<file path="config.mk">
export PLATFORM = sky130hd
export DESIGN_NAME = mult_unit_flat
export DESIGN_NICKNAME = d
export VERILOG_FILES = /design/src/rtl/common_types_pkg.sv /design/src/rtl/mult_unit_if.sv /design/src/rtl/mult_step.sv /design/src/rtl/mult_unit.sv /design/src/flat_wrapper.sv
export SDC_FILE = /design/constraint.sdc
export NUM_CORES = 1
export LEC_CHECK = 0
export ABC_AREA = 0
export BUFFER_PORTS_ARGS = -buffer_cell sky130_fd_sc_hd__buf_2
export CAP_MARGIN = 20
export CORE_MARGIN = 5
export CORE_UTILIZATION = 47
export DETAILED_ROUTE_END_ITERATION = 16
export GPL_TIMING_DRIVEN = 0
export MAX_ROUTING_LAYER = met4
export PLACE_DENSITY = 0.68
export REMOVE_ABC_BUFFERS = 1
export SETUP_SLACK_MARGIN = 0.3
export SKIP_LAST_GASP = 1
export SYNTH_ARGS = -nofsm -noshare
export SYNTH_HDL_FRONTEND = slang
export SYNTH_SLANG_ARGS = --single-unit
</file>
<file path="constraint.sdc">
create_clock -name clk -period 5.6 [get_ports clk]
set_input_delay 1.12 -clock clk [delete_from_list [all_inputs] [get_ports clk]]
set_output_delay 1.12 -clock clk [all_outputs]
set_load 0.01 [all_outputs]
</file>
<file path="src/rtl/common_types_pkg.sv">
// Shared types and sizing for the RV32M multiplier.
// MULT_RADIX4_EN selects 2 multiplier bits per iteration instead of 1.
package common_types_pkg;

    localparam int WORD_W = 32;

    typedef enum logic [1:0] {
        MUL    = 2'd0,
        MULH   = 2'd1,
        MULHSU = 2'd2,
        MULHU  = 2'd3
    } mult_op_t;

    typedef enum logic [1:0] {
        IDLE = 2'd0,
        BUSY = 2'd1,
        DONE = 2'd2
    } mult_state_t;

`ifdef MULT_RADIX4_EN
    localparam int BITS_PER_ITER = 2;
`else
    localparam int BITS_PER_ITER = 1;
`endif

    localparam int ITER  = WORD_W / BITS_PER_ITER;
    localparam int CNT_W = $clog2(WORD_W);

endpackage

</file>
<file path="src/rtl/mult_unit_if.sv">
// Request/result bundle between the EXECUTE pipeline and the multiplier.
interface mult_unit_if;
    import common_types_pkg::*;

    logic              start;
    mult_op_t          op;
    logic [WORD_W-1:0] a;
    logic [WORD_W-1:0] b;
    logic              ack;
    logic              flush;
    logic              ready;
    logic [WORD_W-1:0] result;

    modport master (output start, op, a, b, ack, flush, input ready, result);
    modport slave  (input start, op, a, b, ack, flush, output ready, result);

endinterface

</file>
<file path="src/rtl/mult_step.sv">
// One shift-add iteration: add the selected partial product into the upper half
// of the accumulator and shift right. MULT_RADIX4_EN retires 2 bits per step.
module mult_step
    import common_types_pkg::*;
(
    input  logic [2*WORD_W-1:0] acc,
    input  logic [WORD_W-1:0]   mcand,
    input  logic [WORD_W+1:0]   mcand3,
    input  logic [1:0]          bits,
    output logic [2*WORD_W-1:0] acc_next
);

`ifdef MULT_RADIX4_EN
    logic [WORD_W+1:0] pp;
    logic [WORD_W+1:0] sum;
    logic              unused_bits;

    // Upper half stays below 2^32, so hi + 3a always fits in 34 bits.
    always_comb begin
        unique case (bits)
            2'd0:    pp = '0;
            2'd1:    pp = {2'b00, mcand};
            2'd2:    pp = {1'b0, mcand, 1'b0};
            default: pp = mcand3;
        endcase
        sum      = {2'b00, acc[2*WORD_W-1:WORD_W]} + pp;
        acc_next = {sum, acc[WORD_W-1:2]};
    end

    assign unused_bits = ^acc[1:0];
`else
    logic [WORD_W:0] sum;
    logic            unused_bits;

    assign sum         = {1'b0, acc[2*WORD_W-1:WORD_W]} + (bits[0] ? {1'b0, mcand} : '0);
    assign acc_next    = {sum, acc[WORD_W-1:1]};
    assign unused_bits = ^{mcand3, bits[1], acc[0]};
`endif

endmodule

</file>
<file path="src/rtl/mult_unit.sv">
// Iterative RV32M multiplier (MUL/MULH/MULHSU/MULHU) with level request and ack/flush.
// MULT_RADIX4_EN halves the iteration count by retiring 2 multiplier bits per cycle.
module mult_unit
    import common_types_pkg::*;
(
    input  logic       clk,
    input  logic       rst,
    mult_unit_if.slave bus
);

    mult_state_t         state;
    mult_op_t            op_r;
    logic [WORD_W-1:0]   mcand;
    logic [WORD_W-1:0]   mplier;
    logic [WORD_W+1:0]   mcand3;
    logic [2*WORD_W-1:0] acc;
    logic [2*WORD_W-1:0] acc_next;
    logic [2*WORD_W-1:0] product;
    logic [CNT_W-1:0]    cnt;
    logic                neg;
    logic                ready_r;
    logic [WORD_W-1:0]   result_r;
    logic                sgn_a;
    logic                sgn_b;
    logic [WORD_W-1:0]   mag_a;
    logic [WORD_W-1:0]   mag_b;

    function automatic logic [WORD_W-1:0] magnitude(input logic [WORD_W-1:0] v,
                                                    input logic is_neg);
        return is_neg ? -v : v;
    endfunction

    function automatic logic [2*WORD_W-1:0] apply_sign(input logic [2*WORD_W-1:0] p,
                                                       input logic is_neg);
        return is_neg ? -p : p;
    endfunction

    // MUL's low word is sign-independent, so it runs as an unsigned product.
    always_comb begin
        sgn_a = 1'b0;
        sgn_b = 1'b0;
        case (bus.op)
            MULH: begin
                sgn_a = bus.a[WORD_W-1];
                sgn_b = bus.b[WORD_W-1];
            end
            MULHSU:  sgn_a = bus.a[WORD_W-1];
            default: ;
        endcase
    end

    assign mag_a = magnitude(bus.a, sgn_a);
    assign mag_b = magnitude(bus.b, sgn_b);

    mult_step u_step (
        .acc      (acc),
        .mcand    (mcand),
        .mcand3   (mcand3),
        .bits     (mplier[1:0]),
        .acc_next (acc_next)
    );

    assign product = apply_sign(acc_next, neg);

`ifndef MULT_RADIX4_EN
    assign mcand3 = '0;
`endif

    always_ff @(posedge clk or posedge rst) begin
        if (rst) begin
            state    <= IDLE;
            op_r     <= MUL;
            mcand    <= '0;
            mplier   <= '0;
            acc      <= '0;
            cnt      <= '0;
            neg      <= 1'b0;
            ready_r  <= 1'b0;
            result_r <= '0;
`ifdef MULT_RADIX4_EN
            mcand3   <= '0;
`endif
        end else if (bus.flush) begin
            state   <= IDLE;
            ready_r <= 1'b0;
            acc     <= '0;
        end else begin
            case (state)
                IDLE: begin
                    if (bus.start) begin
                        op_r   <= bus.op;
                        mcand  <= mag_a;
                        mplier <= mag_b;
                        neg    <= sgn_a ^ sgn_b;
                        acc    <= '0;
                        cnt    <= '0;
                        state  <= BUSY;
`ifdef MULT_RADIX4_EN
                        mcand3 <= {2'b00, mag_a} + {1'b0, mag_a, 1'b0};
`endif
                    end
                end
                BUSY: begin
                    acc    <= acc_next;
                    mplier <= mplier >> BITS_PER_ITER;
                    cnt    <= cnt + 1'b1;
                    // Last iteration: register the signed-corrected word on DONE entry.
                    if (cnt == CNT_W'(ITER - 1)) begin
                        state    <= DONE;
                        ready_r  <= 1'b1;
                        result_r <= (op_r == MUL) ? product[WORD_W-1:0]
                                                  : product[2*WORD_W-1:WORD_W];
                    end
                end
                DONE: begin
                    if (bus.ack) begin
                        state   <= IDLE;
                        ready_r <= 1'b0;
                    end
                end
                default: state <= IDLE;
            endcase
        end
    end

    assign bus.ready  = ready_r;
    assign bus.result = result_r;

endmodule

</file>
<file path="src/flat_wrapper.sv">
// flat-port wrapper written by rule: the top's interface ports become plain ports
module mult_unit_flat import common_types_pkg::*;
  (clk, rst, bus_start, bus_op, bus_a, bus_b, bus_ack, bus_flush, bus_ready, bus_result);
  mult_unit_if bus_i ();
  input  logic clk;
  input  logic rst;
  input wire logic [$bits(bus_i.start)-1:0] bus_start;
  input wire logic [$bits(bus_i.op)-1:0] bus_op;
  input wire logic [$bits(bus_i.a)-1:0] bus_a;
  input wire logic [$bits(bus_i.b)-1:0] bus_b;
  input wire logic [$bits(bus_i.ack)-1:0] bus_ack;
  input wire logic [$bits(bus_i.flush)-1:0] bus_flush;
  output wire logic [$bits(bus_i.ready)-1:0] bus_ready;
  output wire logic [$bits(bus_i.result)-1:0] bus_result;
  assign bus_i.start = bus_start;
  assign bus_i.op = bus_op;
  assign bus_i.a = bus_a;
  assign bus_i.b = bus_b;
  assign bus_i.ack = bus_ack;
  assign bus_i.flush = bus_flush;
  assign bus_ready = bus_i.ready;
  assign bus_result = bus_i.result;
  mult_unit u_core (.clk(clk), .rst(rst), .bus(bus_i));
endmodule
</file>
==> metrics.csv, run 1 <==
metric,value,unit
remaining_drc_errors,0,
ys_types,68,
fmaxAchievable,0.207,GHz
grt_pass1_wl,49800,µm
drtIter0Drc,652,
die_h,167,µm
critPathKind,reg -> reg,
synth-seq-area-share,0.367,
maxSlewHeadroom,0.360,
cts_tree,yes,
finClkSkew,9.50,ps
ios,104,
whs,473,ps
fillers,2337,
routedWlPerCell,16.8,µm
insertion_delay,430,ps
ys.flop_type,dfrtp_1,
power.density,286,nW/µm²
grt_pass1_vias,9765,
cp.required,5960,ps
drive_gt1_frac,0.118,
fin_crit_sh,0.861,
seqCellArea,4260,µm²
rsz0062_at_grt,false,
postSynthAreaPerCell,8.30,µm²
cts_buffers,17,
clkTransAtPathRegs,70,ps
crit_arrival,5180,ps
period_needed,4820,ps
via_count,10300,
rows,57,
antenna_found_initial,0,
io_buffers,103,
ys_seq_elements,170,
synth_edf_count,0,
cts_root_buf,clkbuf_16,
synth.area.top_cells,"dfrtp_1, o21ai_0, nand2_1",
hp-class,reg -> reg,
die_area,27900,µm²
drv_cap,0,
area_delta_synth_final,11.7,%
worstMarginPinSlew,961,ps
viasPerCell,5.78,
ys_warn_count,0,
initial_core_util,0.477,
antenna_cells,0,
clock_path_buffers,2,
syn_area,11600,µm²
clock_sinks,170,
fp.coreArea,24300,µm²
critPathLaunchType,flip-flop,
die-width,167,µm
cts_hold_buf,0,
peakVddDrop,0.000168,V
wl,29900,µm
grtUsageTotal,0.219,
synth_top_area_cell,dfrtp_1,
layout.nets,1553,
cts_setup_buffers,0,
status,"finished, final reports clean",
postRouteAntennaNets,0,
globalplace.congestion,0.891,
setup_viol_count_final,0,
grt_overflow,0,
path_max_fanout,33,
cp-end-kind,flip-flop,
power.leakage,5.90,nW
multiInputGateArea,7000,µm²
yosys.area.top_type_share,0.367,
finalSetupTns,0,ps
ys_async_sr_fraction,1.00,
grt_max_degree,87,
slew_viol_final,0,
hpwl,22000,µm
htree_levels,4,
post_cts_resized,0,
synthCells,1397,
hold_violations,0,
dr.pass1.iters,5,
## critical path: stages (launching register included)
cell and delay, ps:
dfrtp_1 650, and2_1 350, ha_1 220, fa_1 440, a211oi_2 300, o21ai_1 200, a221oi_2 430, o21bai_1 150
xor2_1 240, a211oi_1 640, nand3_1 360, o31ai_1 310, mux2_2 370, nor2_1 100
## final cells by class
cell class / count / share of cell area
sequential: 170 / 0.329
clock buffer: 21 / 0.0348
inverter: 15 / 0.00493
clock inverter: 11 / 0.00860
multi-input combinational: 1125 / 0.540
tap: 324 / 0.0313
timing repair buffer: 114 / 0.0516
## logic make-up (layout without fill, tap and decap cells)
logic type / Yosys count / count (layout) / share of synthesized area
fa+ha+maj: 39 / 39 / 0.0427
mux: 4 / 4 / 0.00356
buf+inv: 102 / 161 / 0.0331
flops: 170 / 170 / 0.367
compound gates: 479 / 479 / 0.261
simple gates: 472 / 472 / 0.194
xor+xnor: 131 / 131 / 0.0989
## flip-flops by register name (all words and copies together), names as in the netlist
signal / count
u_core.bus.result: 32
u_core.op_r: 2
u_core.acc: 63
u_core.mplier: 32
u_core.bus.ready: 1
u_core.cnt: 5
u_core.neg: 1
u_core.mcand: 32
u_core.state: 2
## Yosys cell counts (3+ instances only)
master	instances
o21ai_0	175
nand2_1	191
and2_1	43
or3_4	3
a21o_1	15
o41ai_1	14
o211ai_1	6
dfrtp_1	170
clkbuf_1	79
o31ai_1	34
nor3_1	17
a211o_1	4
a21boi_0	3
ha_1	38
mux2i_1	3
or3_1	18
nor3b_1	3
or2_2	5
nor2b_1	4
o21ai_1	7
o21a_1	6
o311ai_0	4
and3_1	7
xnor2_1	61
buf_1	7
o31a_1	3
a22o_1	55
nand3_1	16
nor2_1	100
o2111ai_1	4
xor2_1	70
a22oi_1	8
a21oi_1	109
a211oi_1	3
a31oi_1	7
a41oi_1	4
nand2b_1	13
inv_1	15
nor4_1	17
or4_1	10
nand4_1	14
## per-stage QoR
step	setup WS [ps]	util	power [W]	instance area (µm²)	std cells
global route	304	0.533	0.00393	13000	1780
detailed placement	615	0.508	0.00256	12400	1745
CTS	597	0.531	0.00372	12900	1777
floorplan	-123	-	0.00223	11300	1310
finish	776	0.533	0.00371	13000	1780
global placement	-2390	0.501	0.00252	12200	1737
## power breakdown
| group | leakage (nW) | internal [W] | switching [W] |
|---|---|---|---|
| Clock | 0.263 | 0.000632 | 0.000523 |
| Sequential | 2.26 | 0.00136 | 0.000110 |
| Combinational | 3.38 | 0.000401 | 0.000678 |
| Total | 5.90 | 0.00239 | 0.00131 |
## layer usage
layer	vias up	global-route usage	part of all wire	routed length [µm]
met2	238	0.338	0.46	13700
li1	5129	-	-	-
met1	4894	0.312	0.49	14700
met5	-	-	0	0
met4	0	0.0466	0.011	337
met3	26	0.0287	0.040	1210
## worst paths after layout
path                       cells after the start  slack, ps        startpoint                     to
min reg2reg                                    2        470  u_core.mcand[26]       u_core.mcand[26]
min in group asynchronous                      2        770               rst   u_core.bus.result[3]
max reg2reg                                   13        780  u_core.mplier[0]  u_core.bus.result[26]
max in group asynchronous                      3       3970               rst             u_core.neg
min                                            2        470  u_core.mcand[26]       u_core.mcand[26]
max                                           13        780  u_core.mplier[0]  u_core.bus.result[26]
## cell usage in the layout (no fill, tap or decap), types with 8 or more instances in the layout
cell and instances:
a22o_1 55, xnor2_1 61, nor3_1 17, or4_1 10, nor4_1 17, o41ai_1 14, dfrtp_1 169, o31ai_1 34
xor2_1 70, o21ai_0 175, ha_1 38, nand2_1 190, inv_1 14, a21oi_1 109, or3_1 18, nand3_1 16
nand4_1 14, and2_1 43, a21o_1 15, nand2b_1 13, clkbuf_16 17, nor2_1 96, buf_2 104, a22oi_1 8
Power figures use the tool's default switching activity.
==> inputs of run 2 (changes only) <==
--- a/config.mk
+++ b/config.mk
@@ -10,6 +10,7 @@
 export CAP_MARGIN = 20
 export CORE_MARGIN = 5
 export CORE_UTILIZATION = 47
+export CTS_BUF_LIST = sky130_fd_sc_hd__clkbuf_16
 export DETAILED_ROUTE_END_ITERATION = 16
 export GPL_TIMING_DRIVEN = 0
 export MAX_ROUTING_LAYER = met4
==> metrics.csv, run 2 (same netlist as run 1, synthesis figures left out) <==
metric,value,unit
largest_reg_flops,63,
insertion_delay,430,ps
critPathLaunchType,flip-flop,
grt_util_met3,0.0287,
critPathKind,reg -> reg,
slew_viol_final,0,
path_delay_family,compound AO/OA/AOI/OAI gates,
critPathMaxStageDelay,660,ps
die-width,167,µm
holdPathEnd,u_core.mcand[26],
die_area,27900,µm²
finClkSkew,10.6,ps
largest-register,u_core.acc,
clkTransAtPathRegs,70,ps
status,"finished, final reports clean",
period_needed,4860,ps
reg2reg_from,u_core.mplier[0],
layout_commonest_cell,nand2_1,
grt_max_degree,87,
cts_hold_buf,0,
total_power,0.00369,W
grt_pass1_wl,49700,µm
peakVddDrop,0.000167,V
power.leakage,5.91,nW
hpwl,22000,µm
seqCellArea,4260,µm²
holdPathStages,2,
cp-end-kind,flip-flop,
htree_levels,4,
grt-busiest-layer,met2,
wl,29900,µm
grt_pass1_vias,9753,
fin_ws,740,ps
worst_path_max_delay_cell,dfrtp_1,
min_from,u_core.mcand[26],
postRouteAntennaNets,0,
cts_setup_buffers,0,
placed_cells,1745,
layout.nets,1553,
reg2reg_slack,740,ps
fp.coreArea,24300,µm²
comb_power_share,0.293,
drv_cap,0,
maxSlewHeadroom,0.352,
hp-class,reg -> reg,
antenna_found_initial,0,
remaining_drc_errors,0,
viasPerCell,5.78,
post-place-ws,615,ps
crit-reg2reg-capture,u_core.bus.result[26],
area_delta_synth_final,11.6,%
globalplace.congestion,0.891,
multiInputGateArea,7000,µm²
cts_tree,yes,
intPower,0.00238,W
post_cts_resized,0,
p_seq_frac,0.399,
p_switching,0.00131,W
clock_path_buffers,2,
die_h,167,µm
via_count,10300,
dr.pass1.iters,4,
grt_overflow,0,
io_buffers,103,
rows,57,
hold_violations,0,
antenna_cells,0,
cp.required,5960,ps
rsz0062_at_grt,false,
cts_root_buf,clkbuf_16,
reg2reg_depth,13,
grtUsageMet2,0.338,
power.density,285,nW/µm²
final_cells,1780,
clock_sinks,170,
p_sw_frac,0.356,
critical_path_buf_inv_count,0,
worstMarginPinSlew,973,ps
drive_gt1_frac,0.117,
path_max_fanout,33,
met1_usage,0.311,
fillers,2338,
crit_arrival,5220,ps
final_cell_mix,"nand2_1, o21ai_0, dfrtp_1, a21oi_1, buf_2",
fmaxAchievable,0.206,GHz
ios,104,
cp_cell_sequence,"and2_1, ha_1, fa_1, a211oi_2, o21ai_1, a221oi_2, o21bai_1, xor2_1, a211oi_1, nand3_1, o31ai_1, mux2_2, nor2_1",
setup_viol_count_final,0,
drtIter0Drc,705,
routedWlPerCell,16.8,µm
cts_buffers,17,
initial_core_util,0.477,
p_clk_frac,0.308,
fin_util,0.532,
fin_crit_sh,0.868,
grtUsageTotal,0.219,
-- run 2: changes by cell type in the layout (fill, tap and decap cells not counted), sizes merged --
cell,before,now
inv,19,22
clkbuf,23,19
clkinv,2,3
-- run 2: through the flow --
stage / TNS, ps / cell area, µm² / hold WS (ps)
after global placement: -488170 / 12200 / 453
after global routing: 0 / 12900 / 496
after detailed placement: 0 / 12400 / 463
after floorplan: -20980 / 11300 / 442
after CTS: 0 / 12900 / 478
final: 0 / 12900 / 473
-- run 2: worst max path at each step --
| stage | startpoint | endpoint | slack [ps] | cells after the start |
|---|---|---|---|---|
| finish | u_core.mplier[0] | u_core.bus.result[26] | 740 | 13 |
| global route | u_core.mplier[0] | u_core.bus.result[30] | 300 | 12 |
| global placement | bus_flush | u_core.bus.result[31] | -2390 | 6 |
| detailed placement | u_core.mplier[0] | u_core.bus.result[31] | 610 | 12 |
| CTS | u_core.mplier[0] | u_core.bus.result[31] | 600 | 12 |
| floorplan | rst | u_core.acc[10] | -120 | 1 |
-- run 2: final cells by class --
cell class / count / share of cell area
clock buffers: 17 / 0.0329
clock inverters: 15 / 0.00976
inverters: 15 / 0.00493
multi-input cells: 1125 / 0.541
flip-flops and latches: 170 / 0.329
well taps: 324 / 0.0313
repair buffers: 114 / 0.0516
-- run 2: routing by layer --
layer / vias up / part of all wire / routed length, µm
met4: 0 / 0.012 / 345
met5: - / 0 / 0
met2: 246 / 0.45 / 13500
met3: 27 / 0.043 / 1280
li1: 5131 / - / -
met1: 4880 / 0.49 / 14700
-- run 2: power groups by stage --
stage | Clock, W | Sequential, W | Combinational [W]
4_1_cts | 0.00116 | 0.00147 | 0.00107
3_3_place_gp | 0 | 0.00149 | 0.00103
5_1_grt | 0.00121 | 0.00150 | 0.00121
6_report | 0.00114 | 0.00147 | 0.00108
3_5_place_dp | 0 | 0.00150 | 0.00107
2_1_floorplan | 0 | 0.00146 | 0.000770
-- run 2: worst reg2reg max path, stage by stage, from the launching register on --
cell and delay [ps]:
dfrtp_1 660, and2_1 360, ha_1 220, fa_1 450, a211oi_2 310, o21ai_1 200
a221oi_2 430, o21bai_1 150, xor2_1 240, a211oi_1 650, nand3_1 360, o31ai_1 310
mux2_2 370, nor2_1 100
==> inputs of run 3 (changes only) <==
--- a/config.mk
+++ b/config.mk
@@ -9,15 +9,16 @@
 export BUFFER_PORTS_ARGS = -buffer_cell sky130_fd_sc_hd__buf_2
 export CAP_MARGIN = 20
 export CORE_MARGIN = 5
-export CORE_UTILIZATION = 47
+export CORE_UTILIZATION = 45
 export CTS_BUF_LIST = sky130_fd_sc_hd__clkbuf_16
 export DETAILED_ROUTE_END_ITERATION = 16
 export GPL_TIMING_DRIVEN = 0
 export MAX_ROUTING_LAYER = met4
-export PLACE_DENSITY = 0.68
+export PLACE_DENSITY = 0.66
 export REMOVE_ABC_BUFFERS = 1
 export SETUP_SLACK_MARGIN = 0.3
 export SKIP_LAST_GASP = 1
 export SYNTH_ARGS = -nofsm -noshare
 export SYNTH_HDL_FRONTEND = slang
 export SYNTH_SLANG_ARGS = --single-unit
+export TNS_END_PERCENT = 30
==> metrics.csv, run 3 (same netlist as run 1, synthesis figures left out) <==
metric,value,unit
critPathKind,reg -> reg,
peakVddDrop,0.000153,V
p_switching,0.00134,W
status,"finished, final reports clean",
routedWlPerCell,16.3,µm
critPathLaunchType,flip-flop,
ios,104,
finClkSkew,14.7,ps
largest_reg_flops,63,
whs,472,ps
antenna_found_initial,0,
io_buffers,103,
die-width,171,µm
wl,29200,µm
period_needed,4830,ps
layout.nets,1553,
hp-class,reg -> reg,
slew_viol_final,0,
die_h,171,µm
cp.required,5960,ps
cts_root_buf,clkbuf_16,
viasPerCell,5.68,
total_power,0.00369,W
rows,58,
intPower,0.00235,W
clock_sinks,170,
globalplace.congestion,0.945,
fin_crit_sh,0.862,
clock_path_buffers,2,
rsz0062_at_grt,false,
p_sw_frac,0.363,
drtIter0Drc,616,
grt_max_degree,89,
power.leakage,5.91,nW
crit_arrival,5190,ps
maxSlewHeadroom,0.344,
placed_area,12400,µm²
stdcell_area,13000,µm²
drv_cap,0,
power.density,285,nW/µm²
p_clk_frac,0.309,
cts_buffers,17,
antenna_cells,0,
cts_hold_buf,0,
htree_levels,4,
cp-end-kind,flip-flop,
remaining_drc_errors,0,
fp.coreArea,25300,µm²
clkTransAtPathRegs,70,ps
finalSetupTns,0,ps
path_max_fanout,33,
hpwl,21800,µm
p_seq_frac,0.399,
postRouteAntennaNets,0,
fmaxAchievable,0.207,GHz
hold_violations,0,
grt_pass1_wl,48800,µm
post_cts_resized,0,
final_cell_mix,"nand2_1, o21ai_0, dfrtp_1, a21oi_1, buf_2",
setup_viol_count_final,0,
drive_gt1_frac,0.121,
initial_core_util,0.459,
insertion_delay,440,ps
via_count,10100,
grt_overflow,0,
worstMarginPinSlew,985,ps
area_delta_synth_final,11.7,%
comb_power_share,0.292,
grt_pass1_vias,9602,
die_area,29100,µm²
layout_commonest_cell,nand2_1,
grtUsageTotal,0.210,
fillers,2454,
cts_setup_buffers,0,
dr.pass1.iters,5,
fin_util,0.513,
cts_tree,yes,
largest-register,u_core.acc,
## run 3: changes by cell type in the layout (fill, tap and decap cells not counted), sizes merged
cell	before	now
bufinv	1	0
clkinv	3	2
inv	22	24
## run 3: final timing paths
| kind | startpoint | to | slack (ps) | depth (start not counted) |
|---|---|---|---|---|
| max | u_core.mplier[0] | u_core.bus.result[26] | 770 | 13 |
| min | u_core.bus.result[21] | u_core.bus.result[21] | 470 | 2 |
| max reg2reg | u_core.mplier[0] | u_core.bus.result[26] | 770 | 13 |
| min reg2reg | u_core.bus.result[21] | u_core.bus.result[21] | 470 | 2 |
| max in group asynchronous | rst | u_core.acc[53] | 4020 | 3 |
| min in group asynchronous | rst | u_core.state[1] | 750 | 2 |
## run 3: stage by stage
stage / instances / worst slack, ps
final: 1786 / 772
after global routing: 1786 / 512
after CTS: 1784 / 660
after detailed placement: 1752 / 683
after global placement: 1743 / -2290
after floorplan: 1310 / -123
## run 3: area by class of cell
cell class                      count  area, µm²  area share
Inverter                           15       63.8     0.00492
Sequential cell                   170       4260       0.329
Timing Repair Buffer              114        668      0.0516
Clock inverter                     15        131      0.0101
Clock buffer                       17        425      0.0328
Multi-Input combinational cell   1125       7000       0.540
Tap cell                          330        413      0.0319
## run 3: power groups by stage
stage	logic (W)	clock network [W]	registers [W]
after floorplan	0.000770	0	0.00146
after global placement	0.00103	0	0.00149
after detailed placement	0.00107	0	0.00149
after CTS	0.00108	0.00116	0.00147
after global routing	0.00121	0.00121	0.00150
final	0.00108	0.00114	0.00147
## run 3: worst max-delay path: stages (launching register included)
cell and delay [ps]:
dfrtp_2 560, and2_1 280, ha_1 230, fa_1 450, a211oi_2 320, o21ai_1 200, a221oi_2 460, xnor2_1 270
a211o_1 370, a211oi_2 470, nand3_1 310, o31ai_1 350, mux2_2 380, nor2_1 100
## run 3: metal layers
| layer | part of all wire | vias to the layer above | track usage |
|---|---|---|---|
| met5 | 0 | - | - |
| met1 | 0.50 | 4790 | 0.303 |
| li1 | - | 5139 | - |
| met2 | 0.45 | 192 | 0.318 |
| met3 | 0.039 | 25 | 0.0266 |
| met4 | 0.013 | 0 | 0.0514 |
